==> src/rtl/cpu_tgen.sv <==
`default_nettype none
// ============================================================================
// Module   : cpu_tgen
// Purpose  : CPU T-state clock with programmable divisor, wait-state stretch,
//            multi-row frame INT generator and per-frame T-state counter.
// Revision : 1.0 - initial release
// ============================================================================
module cpu_tgen #(
    parameter int DIV_W  = 3,
    parameter int N_INT  = 3,
    parameter int LEN_W  = 6,
    parameter int WAIT_W = 3,
    parameter int TS_W   = 17
) (
    input  logic                 clk28,
    input  logic                 rst_n,
    input  logic [8:0]           hc,
    input  logic [8:0]           vc,
    input  logic [DIV_W-1:0]     div,
    input  logic                 stall,
    input  logic                 wait_req,
    input  logic [WAIT_W-1:0]    wait_cycles,
    input  logic [N_INT*9-1:0]   int_v,
    input  logic [8:0]           int_h,
    input  logic [N_INT-1:0]     int_en,
    input  logic [LEN_W-1:0]     int_len,
    output logic                 clkcpu,
    output logic                 clkcpu_ck,
    output logic                 clkcpu_fall,
    output logic                 n_int_next,
    output logic                 n_int,
    output logic                 waiting,
    output logic [TS_W-1:0]      tstate
);

    localparam int c_DUR_W = DIV_W + 1;

    logic [DIV_W-1:0]   r_phase;
    logic [DIV_W-1:0]   r_div;
    logic               r_clk_d;
    logic [WAIT_W-1:0]  r_wait_cnt;
    logic [c_DUR_W-1:0] r_dur;
    logic [LEN_W-1:0]   r_int_cnt;

    logic [DIV_W-1:0]   w_div_eff;
    logic [DIV_W-1:0]   w_phase_last;
    logic [c_DUR_W-1:0] w_dur_last;
    logic               w_wait_load;
    logic               w_wait_dec;
    logic               w_run;
    logic               w_toggle;
    logic [N_INT-1:0]   w_match;
    logic               w_begin;
    logic               w_int_accept;
    logic               w_int_step;

    assign w_div_eff    = (div == '0) ? DIV_W'(1) : div;
    assign w_phase_last = r_div - DIV_W'(1);
    assign w_dur_last   = {r_div, 1'b0} - c_DUR_W'(1);

    assign w_wait_load = clkcpu_ck && wait_req && (wait_cycles != '0)
                         && !stall && (r_wait_cnt == '0);
    assign w_wait_dec  = !stall && (r_wait_cnt != '0) && (r_dur == w_dur_last);

    // The divider may toggle on the very edge the last wait T-state expires,
    // so the stretch adds exactly wait_cycles full periods to the high phase.
    assign w_run    = !stall && !w_wait_load
                      && ((r_wait_cnt == '0) || (w_wait_dec && (r_wait_cnt == WAIT_W'(1))));
    assign w_toggle = w_run && (r_phase == w_phase_last);

    genvar gi;
    generate
        for (gi = 0; gi < N_INT; gi++) begin : g_int_match
            assign w_match[gi] = int_en[gi] && (vc == int_v[9*gi +: 9]) && (hc == int_h);
        end
    endgenerate

    assign w_begin      = |w_match;
    assign w_int_accept = w_begin && (r_int_cnt == '0);
    assign w_int_step   = w_int_accept || (clkcpu_ck && (r_int_cnt != '0));

    always_ff @(posedge clk28) begin
        if (!rst_n) begin
            clkcpu      <= 1'b0;
            clkcpu_ck   <= 1'b0;
            clkcpu_fall <= 1'b0;
            r_phase     <= '0;
            r_div       <= w_div_eff;
            r_clk_d     <= 1'b0;
            r_wait_cnt  <= '0;
            r_dur       <= '0;
            waiting     <= 1'b0;
            r_int_cnt   <= '0;
            n_int_next  <= 1'b1;
            n_int       <= 1'b1;
            tstate      <= '0;
        end else begin
            if (w_toggle) begin
                clkcpu  <= ~clkcpu;
                r_phase <= '0;
                r_div   <= w_div_eff;
            end else if (w_run) begin
                r_phase <= r_phase + DIV_W'(1);
            end

            // Edge history freezes with the clock so a strobe is deferred, not lost.
            if (!stall) begin
                r_clk_d <= clkcpu;
            end
            clkcpu_ck   <= !stall && clkcpu && !r_clk_d;
            clkcpu_fall <= !stall && !clkcpu && r_clk_d;

            if (w_wait_load) begin
                r_wait_cnt <= wait_cycles;
                r_dur      <= '0;
                waiting    <= 1'b1;
            end else if (!stall && (r_wait_cnt != '0)) begin
                if (w_wait_dec) begin
                    r_wait_cnt <= r_wait_cnt - WAIT_W'(1);
                    r_dur      <= '0;
                    if (r_wait_cnt == WAIT_W'(1)) begin
                        waiting <= 1'b0;
                    end
                end else begin
                    r_dur <= r_dur + c_DUR_W'(1);
                end
            end

            if (w_int_step) begin
                r_int_cnt  <= r_int_cnt + LEN_W'(1);
                n_int_next <= (r_int_cnt < int_len) ? 1'b0 : 1'b1;
            end

            if (clkcpu_ck) begin
                n_int <= n_int_next;
                if (!n_int_next && n_int) begin
                    tstate <= '0;
                end else if (tstate != '1) begin
                    tstate <= tstate + TS_W'(1);
                end
            end
        end
    end

endmodule
`default_nettype wire

==> config.mk <==
export PLATFORM = sky130hd
export DESIGN_NAME = cpu_tgen
export DESIGN_NICKNAME = d
export VERILOG_FILES = /design/src/rtl/cpu_tgen.sv
export SDC_FILE = /design/constraint.sdc
export NUM_CORES = 1
export LEC_CHECK = 0
export CAP_MARGIN = 10
export CELL_PAD_IN_SITES_DETAIL_PLACEMENT = 0
export CELL_PAD_IN_SITES_GLOBAL_PLACEMENT = 1
export CORE_AREA = 5 5 101 103
export DETAILED_ROUTE_END_ITERATION = 6
export DIE_AREA = 0 0 106 108
export PLACE_DENSITY = 0.8
export SYNTH_ARGS = -nofsm -noshare
export SYNTH_HDL_FRONTEND = slang
export SYNTH_SLANG_ARGS = --single-unit
==> constraint.sdc <==
create_clock -name clk28 -period 2 [get_ports clk28]
set_clock_uncertainty 0.05 [all_clocks]
set_input_delay 0.4 -clock clk28 [delete_from_list [all_inputs] [get_ports clk28]]
set_output_delay 0.4 -clock clk28 [all_outputs]
set_load 0.02 [all_outputs]
# After elaboration in Yosys (flattened, before gate mapping)
# Index checks and enable logic that the tools add are counted.
classes:
  n_addsub: 7
  mul: 0
  div_mod_pow: 0
  magnitude_cmp: 1
  n_eq_ne: 9
  n_shift: 0
  mux: 14
  n_bitwise: 2
  n_reduce_logical: 46
ops:
  columns: ["cell", "n"]
  rows:
  - ["9-bit == test", 4]
  - ["17-bit 2-to-1 mux", 2]
  - ["1-bit logical AND", 23]
  - ["3-bit 2-to-1 mux", 6]
  - ["17-bit by 1-bit adder with 17-bit output (second input constant)", 1]
  - ["17-bit != test (second input constant)", 1]
  - ["2-bit nonzero test", 4]
  - ["6-bit by 1-bit adder with 6-bit output (second input constant)", 1]
  - ["3-bit zero test", 2]
  - ["6-bit zero test", 1]
  - ["6-bit < comparator", 1]
  - ["3-bit nonzero test", 2]
  - ["6-bit nonzero test", 1]
  - ["3-bit by 1-bit subtractor with 3-bit output (second input constant)", 2]
  - ["1-bit zero test", 5]
  - ["1-bit 2-to-1 mux", 5]
  - ["4-bit by 1-bit adder with 4-bit output (second input constant)", 1]
  - ["4-bit == test", 1]
  - ["4-bit 2-to-1 mux", 1]
  - ["2-bit AND reduction", 2]
  - ["2-bit OR reduction", 2]
  - ["4-bit by 1-bit subtractor with 4-bit output (second input constant)", 1]
  - ["3-bit by 1-bit adder with 3-bit output (second input constant)", 1]
  - ["3-bit by 1-bit == test with 1-bit output (second input constant)", 1]
  - ["6 further kinds", 8]
totals:
  regBits: 43
  latch_bits: 0
  mem_bits_rw: 0
  rom_bits: 0
  memories: 0

# Longest topological paths before layout
# Gate-level depths: netlist of the first run.
depth:
  depth_word: 10
  depth_mapped: 11
  mapped_depth_nobuf: 11

# Worst setup path after synthesis of the first run
# Ideal clock, no wire load.
synth_timing:
  path_type: "reg2reg"
  start: "register tstate[4]"
  end: "register tstate[15]"
  arrival_ps: 2185
  required_ps: 1878
  slack_ps: -307
  path_stages_with_launch: 10
  path_buffers: 0
  period_less_slack_ps: 2307
  path_cell_list: "dfxtp_1 > and4_1 > and3_1 > nand2_1 > nor3_1 > ha_1 > a21oi_2 > nand4_1 > or4_1 > a21oi_1"
synth_between:
  elab_chain_len: 3
synth_lines:
  columns: ["item", "line_no", "rtl"]
  rows:
  - ["start: declaration", "33", "output logic [TS_W-1:0] tstate"]
  - ["start signal: assignment", "139", "tstate <= tstate + TS_W'(1);"]
  - ["17-bit by 1-bit adder with 17-bit output or 17-bit != test (tied branches)", "139, 138", null]
  - ["17-bit 2-to-1 mux or 2-bit nonzero test (tied branches)", null, null]
  - ["17-bit 2-to-1 mux or 2-bit AND reduction (tied branches)", null, null]
# Several ways; a longest one is shown, not always the timed one. The select of a mux whose other input is x is not followed.
# A chain may end at the register's enable or synchronous reset.

# Worst setup path after layout of the first run
layout_timing:
  start: "register tstate[5]"
  end: "register tstate[15]"
# Same word-level chain as after synthesis.

==> flow_metrics.tcl, run 1 <==
set metrics [dict create \
    hold_viol 0 \
    n_antenna_cell 0 \
    rsz0062_at_grt "true" \
    chipHeight_um 108 \
    rows 35 \
    ys.flop_type "dfxtp_1" \
    r2r-start "tstate[5]" \
    slowest_stage "or4_1" \
    place.gp.congestion 0.8120 \
    drv_slew 0 \
    startpoint "tstate[5]" \
    cp_top_family "simple AND/OR/NAND/NOR gates" \
    finalSetupTns_ns -0.3441 \
    post-place-ws_ns -0.5519 \
    cts_made_buffers 5 \
    powerDensity_nw_per_um2 404.4 \
    grt_pass1_vias 2513 \
    p_leak_nw 1.999 \
    worstRegToRegCells 10 \
    hold_ws_ns 0.3941 \
    ys_seq_area_frac 0.3441 \
    critPathBufInv 1 \
    synthesis.area_um2 2589 \
    slew_headroom 0.7006 \
    status "finished, violations left" \
    layout-drive-gt1-share 0.2723 \
    layout.cells.non_filler 548 \
    dr.pass1.iters 4 \
    violations "negative setup slack" \
    synthCells 286 \
    wl_um 7307 \
    critPathArrivalTime_ns 2.25 \
    start_util 0.2842 \
    die_area_um2 11450 \
    fin_crit_sh 1.046 \
    r2r_end "tstate[15]" \
    synth_area_leader_cell "dfxtp_1" \
    stdcell_area_um2 4439 \
    htree_levels 2 \
    antenna_found_initial 0 \
    synth-edff-count 3 \
    grt_max_degree 18 \
    cts.reportedPaths.clkPinSlew_ns 0.08 \
    ant_nets 0 \
    synth_cell_types 43 \
    place_hpwl_um 5979 \
    area_growth_pct 71.48 \
    yosysTopAreaCellShare 0.3093 \
    numClockSinks 43 \
    drc 0 \
    ir_drop_v 0.0002939 \
    routed-via-count 2460 \
    hp-class "reg2reg" \
    clk_path_buf_depth 2 \
    port_buffers 95 \
    nNetsFinal 524 \
    drtIter0Drc 49 \
    ios 96 \
    setup_ws_ns -0.09151 \
    dp_cells 530 \
    path_cells "and4_4, and3_4, nand2_4, nor3_4, ha_2, a21oi_4, nand4_1, buf_4, or4_1, a21oi_1" \
    crit_end "tstate[15]" \
    core_um2 9109 \
    cp_max_fo 3 \
    crit_path_start_kind "flip-flop" \
    async_reset_ff_frac 0 \
    postCtsHoldBufs 0 \
    clock_latency_ns 0.28 \
    die-width_um 106 \
    synthesis.nets 374 \
    path_class "reg2reg" \
    end_kind "flip-flop" \
    fin_crit_ns 2.092 \
    finalSetupViolCount 9 \
    cts_root_buf "clkbuf_8" \
    avgSynthCellArea_um2 9.052 \
    worst-path-stages 10 \
    placed_cell_area_um2 4049 \
    vias_per_cell 4.489 \
    reg2reg_slack_ns -0.09 \
    netlist_top_cells_area "dfxtp_1 (31%), xor2_1 (16%), ha_1 (7.2%)" \
    critPathRequiredTime_ns 2.16 \
    grt_pass1_wl_um 11730 \
    synth_seq_cells 43 \
    avgRoutedWirePerCell_um 13.33 \
    cap_violations 0 \
    cts_tree "yes" \
    worst_pin_slew_ns 0.4478 \
    gr-usage-all-layers 0.1263 \
    overflow 0 \
    yosys_warnings 0 \
    worst_path_largest_cell_delay_ns 0.39 \
    timing.fmax_mhz 478.1 \
]
through the flow:
stage               total power, mW    util
finish                        1.795  0.4874
global route                  1.903  0.4874
CTS                           1.819  0.4644
floorplan                     1.069       -
detailed placement            1.302  0.4445
global placement              1.296  0.4445
kinds of logic (layout without fill, tap and decap cells):
group                    after synthesis  count (layout)  synth area share
flip-flops                            43              43            0.3441
multiplexers                           4               4           0.01547
buffers and inverters                 20             171           0.02900
AO/OA/AOI/OAI                         32              32           0.08700
adder cells (fa/ha/maj)               15              15           0.07250
XOR/XNOR                              66              66            0.2233
AND/OR/NAND/NOR                      106             106            0.2286
power by group:
group          switching [mW]  internal (mW)
combinational           0.166          0.231
clock                   0.266          0.238
sequential             0.0147          0.880
total                   0.446           1.35
per-layer routing:
layer  global-route usage  wire length, um  up-vias
li1                     -                -     1273
met1               0.1546             3163     1134
met2               0.2272             3806       43
met3              0.02269              199       10
met4              0.03608              137        0
met5                    0                0        -
worst min-delay path by stage:
stage | startpoint | to | slack (ns) | cells after the start
finish | r_clk_d | clkcpu_ck | 0.39 | 1
global route | r_clk_d | clkcpu_ck | 0.44 | 1
CTS | r_clk_d | clkcpu_ck | 0.40 | 1
detailed placement | r_clk_d | clkcpu_ck | 0.38 | 1
global placement | r_clk_d | clkcpu_ck | 0.38 | 1
floorplan | r_clk_d | clkcpu_ck | 0.36 | 1
cells in the mapped netlist, types with 2 or more instances:
master / n
xor2_1: 46
dfxtp_1: 40
nor2_1: 27
xnor2_1: 20
nand2_1: 17
ha_1: 15
inv_1: 13
nand4_1: 10
a21oi_1: 9
nand2b_1: 7
nand3_1: 7
and2_1: 6
clkbuf_1: 6
nor4_1: 5
o21ai_0: 5
or3_1: 5
a21o_1: 4
mux2i_1: 4
nor2b_1: 4
nor3_1: 4
and3_1: 3
edfxtp_1: 3
o21ai_1: 3
and4_1: 2
nor4_2: 2
nor4bb_1: 2
repair_timing:
action | in CTS | in global routing
pin swaps | 25 | 44
resized for setup | 47 | 72
buffers inserted | 4 | 7
setup endpoints to repair | 25 | 26
area by class of cell:
class | count | area (um^2)
fill | 874 | 4669
clock inverter | 2 | 7.507
tap | 111 | 138.9
timing repair buffer | 149 | 1378
sequential | 43 | 903.4
clock buffer | 6 | 72.57
inverter | 14 | 52.55
multi-input combinational | 223 | 1887
cell usage in the layout, fill, tap and decap left out, types with 5 or more instances in the layout:
cell type         n
nor4_2            5
clkdlybuf4s50_1  46
o21ai_0           5
clkdlybuf4s15_1   9
buf_4            48
xnor2_1          18
nor2_1           22
dlymetal6s2s_1   21
clkbuf_2          8
nand4_1          10
and2_1            6
xor2_2            6
nand2_1          14
or3_1             5
inv_1            12
dlygate4sd2_1    11
a21oi_1           7
dfxtp_1          34
clkbuf_8          5
nand3_1           5
xor2_1           39
buf_6             6
nand2b_1          6
ha_1             12
state kept, by name (all words and copies together) (netlist names), 3 cells and up:
name        flops
r_phase         3
tstate         17
r_dur           4
r_div           3
r_int_cnt       6
r_wait_cnt      3
(Power assumes the default switching activity.)
==> run 2, diff against run 1 <==
- CORE_AREA: 5 5 101 103 -> 5 5 119 88
- DIE_AREA: 0 0 106 108 -> 0 0 124 93
==> run 2 against run 1 <==
  * The flow still finishes with violations (negative setup slack)
  * Die area is 0.73% higher
  * Non-clock buffer count decreased by 1
  * Global-route usage is 0.33 points higher
  * Highest routed layer unchanged
  * Clock power is 89% higher
  * Core utilization down 0.48 points
  * First-iteration DRC count is 55% higher
  * Cell count rose by 2.9%
  * Critical path depth is the same
  * Fmax shrank 0.41%
==> flow_metrics.tcl, run 2 (same netlist as run 1, synthesis figures left out) <==
set metrics [dict create \
    fin_crit_ns 2.100 \
    cts.reportedPaths.clkPinSlew_ns 0.06 \
    cp_max_fo 3 \
    fin_crit_sh 1.050 \
    ios 96 \
    finalSetupTns_ns -0.4021 \
    path_class "reg2reg" \
    drtIter0Drc 76 \
    clk_path_buf_depth 2 \
    dr.pass1.iters 4 \
    nFillCells 891 \
    startpoint "tstate[5]" \
    hp-class "reg2reg" \
    cts_made_buffers 5 \
    rows 30 \
    critPathArrivalTime_ns 2.28 \
    ir_drop_v 0.0004411 \
    p_leak_nw 2.073 \
    timing.fmax_mhz 476.2 \
    end_kind "flip-flop" \
    nNetsFinal 523 \
    post-place-ws_ns -0.4394 \
    largest_register_ffs 17 \
    overflow 0 \
    place_hpwl_um 5986 \
    crit_path_start_kind "flip-flop" \
    grt_max_degree 18 \
    top_regs "tstate x17, r_int_cnt x6, r_dur x4" \
    area_growth_pct 72.84 \
    start_util 0.2792 \
    cts_tree "yes" \
    r2r-start "tstate[5]" \
    port_buffers 95 \
    numClockSinks 43 \
    n_antenna_cell 0 \
    cts_root_buf "clkbuf_16" \
    drc 0 \
    grt_pass1_wl_um 11850 \
    grt_pass1_vias 2498 \
    final_common_cell "buf_4" \
    reg2reg_slack_ns -0.10 \
    die-width_um 124 \
    clock_latency_ns 0.29 \
    total_power_mw 2.242 \
    avgRoutedWirePerCell_um 13.17 \
    layout-drive-gt1-share 0.2431 \
    rsz0062_at_grt "true" \
    regMostFlops "tstate" \
    die_area_um2 11530 \
    routed-via-count 2429 \
    gr-usage-all-layers 0.1296 \
    chipHeight_um 93 \
    critPathRequiredTime_ns 2.18 \
    crit_end "tstate[15]" \
    drv_slew 0 \
    r2r_end "tstate[15]" \
    worstRegToRegCells 10 \
    setup_ws_ns -0.1001 \
    antenna_found_initial 0 \
    hp-start "r_clk_d" \
    wl_um 7428 \
    cap_violations 0 \
    hold_viol 0 \
    layout_common_cells "buf_4 (53), clkdlybuf4s50_1 (52), xor2_1 (38)" \
    postCtsHoldBufs 0 \
    slew_headroom 0.7798 \
    finalSetupViolCount 8 \
    powerDensity_nw_per_um2 501.0 \
    place.gp.congestion 0.7589 \
    ant_nets 0 \
    violations "negative setup slack" \
    status "finished, violations left" \
    worst_pin_slew_ns 0.3251 \
    htree_levels 2 \
    vias_per_cell 4.307 \
    core_um2 9271 \
]
## run 2: cell count changes in the layout (fill, tap and decap cells not counted), moves of 4 or more
cell             before  now
buf_4                48   53
buf_6                 6    0
clkbuf_16             0    5
dlymetal6s2s_1       21   30
clkbuf_8              5    1
nor2_1               22   26
dlygate4sd2_1        11    4
clkdlybuf4s50_1      46   52
clkdlybuf4s15_1       9    3
## run 2: critical path: stages, from the launching register on
cell,delay (ns)
dfxtp_4,0.34
and4_1,0.20
and3_4,0.18
nand2_4,0.07
nor3_2,0.04
ha_2,0.19
a21oi_4,0.15
nand4_1,0.12
buf_4,0.16
or4_1,0.41
a21oi_1,0.13
## run 2: cell type report
class	instances	area [um^2]	area share
clock buffers	6	138.9	0.03104
clock inverters	2	35.03	0.007830
inverters	14	52.55	0.01174
multi-input cells	223	1798	0.4018
flip-flops and latches	43	900.9	0.2013
well taps	128	160.2	0.03579
repair buffers	148	1389	0.3104
## run 2: worst min-delay path by stage
stage	endpoint	cells past startpoint
detailed placement	clkcpu_ck	1
floorplan	clkcpu_ck	1
global placement	clkcpu_ck	1
global route	clkcpu_ck	1
CTS	clkcpu_ck	1
finish	clkcpu_ck	1
## run 2: power by group
group	leakage, nW	internal (mW)	switching, mW
Clock	0.0868	0.621	0.330
Sequential	0.354	0.881	0.0133
Combinational	1.63	0.235	0.161
Total	2.07	1.74	0.505
## run 2: routing by layer
layer | track usage | share of wire
met3 | 0.03265 | 0.035
met1 | 0.1705 | 0.48
met5 | 0 | 0
met4 | 0.03008 | 0.0088
met2 | 0.2132 | 0.48
## run 2: repair_timing
item / CTS / global route
buffers inserted: 4 / 3
endpoints found under the setup margin: 18 / 26
pin swaps: 19 / 29
gates resized for setup: 16 / 62
## run 2: stage by stage
stage,instance area [um^2],cells,utilization,hold slack [ns]
2_1_floorplan,2651,286,-,0.3597
3_3_place_gp,4085,549,0.4406,0.3838
3_5_place_dp,4085,549,0.4406,0.3979
4_1_cts,4287,561,0.4623,0.4064
5_1_grt,4474,564,0.4826,0.4358
6_report,4474,564,0.4826,0.4094
